**src/rtl/frame_uart_tx.sv**
```systemverilog
// rtl/frame_uart_tx.sv - frame-buffer read-back transmitter, 8N1 UART, LSB first
module frame_uart_tx #(
    parameter int BAUD_CNT_END = 433,
    parameter int FRAME_BYTES  = 40000,
    parameter int ADDR_W       = 16
) (
    input  logic              sclk,
    input  logic              rst,
    input  logic              start,
    output logic [ADDR_W-1:0] rd_addr,
    input  logic [7:0]        rd_data,
    output logic              tx,
    output logic              busy,
    output logic              done
);

    localparam int BAUD_W = (BAUD_CNT_END > 0) ? $clog2(BAUD_CNT_END + 1) : 1;
    localparam logic [BAUD_W-1:0] BAUD_LAST = BAUD_W'(BAUD_CNT_END);
    localparam logic [ADDR_W-1:0] ADDR_LAST = ADDR_W'(FRAME_BYTES - 1);

    typedef enum logic [2:0] {
        IDLE,
        FETCH,
        LOAD,
        SEND,
        DONE
    } state_t;

    state_t              state, state_nxt;
    logic [BAUD_W-1:0]   baud_cnt, baud_cnt_nxt;
    logic [3:0]          bit_cnt, bit_cnt_nxt;
    logic [9:0]          shift, shift_nxt;
    logic [ADDR_W-1:0]   rd_addr_nxt;
    logic                tx_nxt, busy_nxt, done_nxt;

    // State register; reset drops straight back to IDLE, abandoning any partial byte.
    always_ff @(posedge sclk or posedge rst) begin
        if (rst) begin
            state <= IDLE;
        end else begin
            state <= state_nxt;
        end
    end

    // Next-state and next-output logic; every output is computed here and registered below.
    always_comb begin
        state_nxt    = state;
        baud_cnt_nxt = baud_cnt;
        bit_cnt_nxt  = bit_cnt;
        shift_nxt    = shift;
        rd_addr_nxt  = rd_addr;
        tx_nxt       = tx;
        busy_nxt     = busy;
        done_nxt     = 1'b0;

        case (state)
            IDLE: begin
                tx_nxt = 1'b1;
                if (start) begin
                    state_nxt   = FETCH;
                    rd_addr_nxt = '0;
                    busy_nxt    = 1'b1;
                end
            end
            FETCH: begin
                // rd_addr is presented this cycle; read data lands next cycle.
                tx_nxt    = 1'b1;
                state_nxt = LOAD;
            end
            LOAD: begin
                // Frame is {stop, data, start}; shifting right exposes bits in wire order.
                shift_nxt    = {1'b1, rd_data, 1'b0};
                baud_cnt_nxt = '0;
                bit_cnt_nxt  = '0;
                tx_nxt       = 1'b0;
                state_nxt    = SEND;
            end
            SEND: begin
                if (baud_cnt == BAUD_LAST) begin
                    baud_cnt_nxt = '0;
                    if (bit_cnt == 4'd9) begin
                        // Stop bit has run its full time; line is already high.
                        bit_cnt_nxt = '0;
                        tx_nxt      = 1'b1;
                        if (rd_addr == ADDR_LAST) begin
                            state_nxt = DONE;
                            done_nxt  = 1'b1;
                        end else begin
                            rd_addr_nxt = rd_addr + ADDR_W'(1);
                            state_nxt   = FETCH;
                        end
                    end else begin
                        bit_cnt_nxt = bit_cnt + 4'd1;
                        shift_nxt   = {1'b1, shift[9:1]};
                        tx_nxt      = shift[1];
                    end
                end else begin
                    baud_cnt_nxt = baud_cnt + BAUD_W'(1);
                end
            end
            DONE: begin
                // start is deliberately not sampled here; it is neither taken nor queued.
                tx_nxt    = 1'b1;
                busy_nxt  = 1'b0;
                state_nxt = IDLE;
            end
            default: begin
                tx_nxt    = 1'b1;
                busy_nxt  = 1'b0;
                state_nxt = IDLE;
            end
        endcase
    end

    // Registered outputs and datapath; asynchronous reset forces tx high and busy low at once.
    always_ff @(posedge sclk or posedge rst) begin
        if (rst) begin
            baud_cnt <= '0;
            bit_cnt  <= '0;
            shift    <= '0;
            rd_addr  <= '0;
            tx       <= 1'b1;
            busy     <= 1'b0;
            done     <= 1'b0;
        end else begin
            baud_cnt <= baud_cnt_nxt;
            bit_cnt  <= bit_cnt_nxt;
            shift    <= shift_nxt;
            rd_addr  <= rd_addr_nxt;
            tx       <= tx_nxt;
            busy     <= busy_nxt;
            done     <= done_nxt;
        end
    end

endmodule
```
**config.mk**
```make
export PLATFORM = sky130hd
export DESIGN_NAME = frame_uart_tx
export DESIGN_NICKNAME = d
export VERILOG_FILES = /design/src/rtl/frame_uart_tx.sv
export SDC_FILE = /design/constraint.sdc
export NUM_CORES = 1
export LEC_CHECK = 0
export ABC_AREA = 1
export BUFFER_PORTS_ARGS = -buffer_cell sky130_fd_sc_hd__clkbuf_2
export CAP_MARGIN = 30
export CORE_MARGIN = 5
export CORE_UTILIZATION = 35
export CTS_CLUSTER_SIZE = 40
export DETAILED_ROUTE_END_ITERATION = 10
export GPL_TIMING_DRIVEN = 0
export PLACE_DENSITY = 0.6
export SLEW_MARGIN = 40
export SYNTH_ARGS = -nofsm -noshare
export SYNTH_HDL_FRONTEND = slang
export SYNTH_SLANG_ARGS = --single-unit
```
**constraint.sdc**
```tcl
create_clock -name sclk -period 1.7 [get_ports sclk]
set_input_delay 0.085 -clock sclk [delete_from_list [all_inputs] [get_ports sclk]]
set_output_delay 0.085 -clock sclk [all_outputs]
set_load 0.02 [all_outputs]
```
==> reports/qor.csv <==
metric;value;unit
ant_nets;0;
cp-end-kind;flip-flop;
critical_path.top_delay_family;simple AND/OR/NAND/NOR gates;
grt_pass1_wl;10.5;mm
rows;32;
cts_made_buffers;5;
critPathBufInv;2;
fin_util;42.6;%
htree_levels;2;
period_share;95.3;%
drtIter0Drc;61;
die_x;97.8;µm
powerDensity;617;nW/µm²
firstDrtPassIters;5;
netlist_area;2700;µm²
min_period;1.62;ns
antennaDiodeCount;0;
cp_max_fo;10;
cp_cell_sequence;inv_1 > ha_1 > nand2_1 > nor2_4 > nand2_4 > nand2_8 > nand3_4 > nor2_8 > buf_6 > nand2_1 > nand2_1;
synthCells;356;
synth_seq_cells;44;
dp_hpwl;4.43;mm
syn_nets;372;
clk_transition_reported_paths;0.09;ns
grt.overflow.total;0;
routed_via_density;4.76;
max_slew_margin;80.1;%
status;finished, final reports clean;
antenna_found_initial;0;
grt_usage;13.4;%
max_freq;0.617;GHz
yosys_warnings;0;
layout-drive-gt1-share;21.2;%
netlist.area_leader.share;39.9;%
drt_wl_total;6.27;mm
drc;0;
rsz0062_at_grt;true;
clk_latency;0.31;ns
synthDistinctLibCells;36;
dieArea;9560;µm²
crit_top_cell;nand2_1;
cts_tree;built;
max_cap_violations;0;
final_nets;420;
skew;0.00461;ns
synth_area_leaders;dfrtp_1, nand2_1, nor2_1, inv_1, nand3_1;
worst_slew_pin_slew;0.299;ns
cts_max_path_buffers;2;
die_y;97.8;µm
layoutNonFillerInstCount;507;
slew_violations;0;
syn_avg_cell_area;7.57;µm²
final_common_cell;nand2_1;
hold_viol;0;
min-delay-path-class;in2reg;
wire_per_inst;12.4;µm
pre_cts_slack;-0.0896;ns
holdWs;0.0332;ns
critical_path_required;1.95;ns
setup_viol;0;
clock-sinks;44;
nFillCells;799;
p_leak;1.60;nW
cp.arrival;1.87;ns
start_util;35.4;%
setup_ws;0.0802;ns
io_buffers;29;
root_buffer;clkbuf_8;
num_vias;2413;
routabilityCongestion;0.892;
grt_max_degree;28;
peakVddDrop;0.000362;V
place_inst;488;
area_growth;20.2;%
start_kind;flip-flop;
grt_pass1_vias;2288;
yosysSeqAreaShare;40.9;%
slowest_stage;dfrtp_1;
io_pins;30;
yosys.area.top_type;dfrtp_1;
final_cell_mix;nand2_1, dfrtp_1, nor2_1;
crit_type;reg2reg;
core_area;7610;µm²
critical_path.max_stage_delay;0.40;ns
==> state kept, by name, indices dropped and copies added (netlist names) <==
signal    count
tx            1
done          1
state         3
baud_cnt      9
rd_addr      16
bit_cnt       4
busy          1
shift         9
==> cell families after synthesis <==
| group | share of synthesized area [%] |
|---|---|
| XOR/XNOR | 2.27 |
| flip-flops | 40.9 |
| adder cells (fa/ha/maj) | 2.32 |
| AO/OA/AOI/OAI | 9.70 |
| buffers and inverters | 7.94 |
| AND/OR/NAND/NOR | 36.9 |
==> area by class of cell <==
class / instances / area (µm²) / area share, %
clock inverters: 2 / 38.8 / 1.20
multi-input cells: 264 / 1420 / 43.9
inverters: 42 / 163 / 5.02
repair buffers: 41 / 250 / 7.72
clock buffers: 6 / 82.6 / 2.55
well taps: 102 / 128 / 3.94
flip-flops and latches: 44 / 1100 / 34.0
plain buffers: 6 / 53.8 / 1.66
==> cell usage after synthesis <==
master / count
nand2_2: 3
nand4_1: 7
nand2_1: 117
xor2_1: 5
o211ai_1: 8
o21bai_1: 3
buf_2: 1
o21ai_0: 16
dfstp_2: 1
nor2_1: 43
or2_2: 1
nor2_4: 2
inv_4: 1
a21oi_1: 1
ha_1: 5
a21oi_4: 1
o21ai_1: 3
a211oi_1: 1
nand3_4: 2
buf_4: 2
o31ai_1: 1
nand2_4: 5
nor2_8: 2
dfrtp_1: 43
nor3b_1: 2
nand3b_1: 1
xnor2_1: 2
inv_2: 3
nor3_1: 5
o21ai_4: 1
inv_1: 38
nand3_1: 18
buf_6: 3
o22ai_1: 5
nor2_2: 2
nand3_2: 2
==> worst paths after layout <==
| path | cells past startpoint | startpoint | to | slack [ns] |
|---|---|---|---|---|
| setup reg to reg | 11 | baud_cnt[1] | rd_addr[10] | 0.08 |
| hold / removal | 3 | rd_data[4] | shift[5] | 0.03 |
| setup / recovery | 11 | baud_cnt[1] | rd_addr[10] | 0.08 |
| hold reg to reg | 2 | shift[9] | shift[9] | 0.46 |
| max in group asynchronous | 4 | rst | rd_addr[8] | 1.03 |
| min in group asynchronous | 3 | rst | shift[2] | 0.25 |
==> worst register-to-register path, cell delays in order, from the launching register on <==
cell and delay (ns):
dfrtp_1 0.40, inv_1 0.08, ha_1 0.15, nand2_1 0.08
nor2_4 0.11, nand2_4 0.11, nand2_8 0.10, nand3_4 0.10
nor2_8 0.16, buf_6 0.15, nand2_1 0.05, nand2_1 0.06
==> metal layers <==
layer | vias to the layer above | global-route usage, % | part of all wire, %
met5 | - | 0 | 0
met4 | 0 | 4.37 | 1.5
met3 | 10 | 2.57 | 3.5
met2 | 46 | 22.8 | 48
met1 | 1126 | 17.0 | 47
li1 | 1231 | - | -
==> power breakdown <==
part           total (W)  internal [W]  switching (W)  leakage (nW)
clock           0.000880      0.000481       0.000399        0.0614
sequential       0.00106       0.00106     0.00000358         0.565
combinational  0.0000606     0.0000224      0.0000381         0.976
==> repair_timing <==
action                                  CTS  global route
gates cloned                              0             1
setup buffers                             1             8
resized for setup                         3             6
endpoints found under the setup margin   11            13
pin swaps                                 2             4
hold endpoints to repair                 44             0
hold buffers                              1             0
==> stage by stage <==
stage                     total power, W  TNS, ns  instance area (µm²)
after floorplan                  0.00111        0                 2700
after global placement           0.00113    -5.39                 2970
after detailed placement         0.00114   -0.868                 2990
after CTS                        0.00202        0                 3140
after global routing             0.00208   -0.253                 3240
final                            0.00200        0                 3240
(Power assumes the default switching activity.)
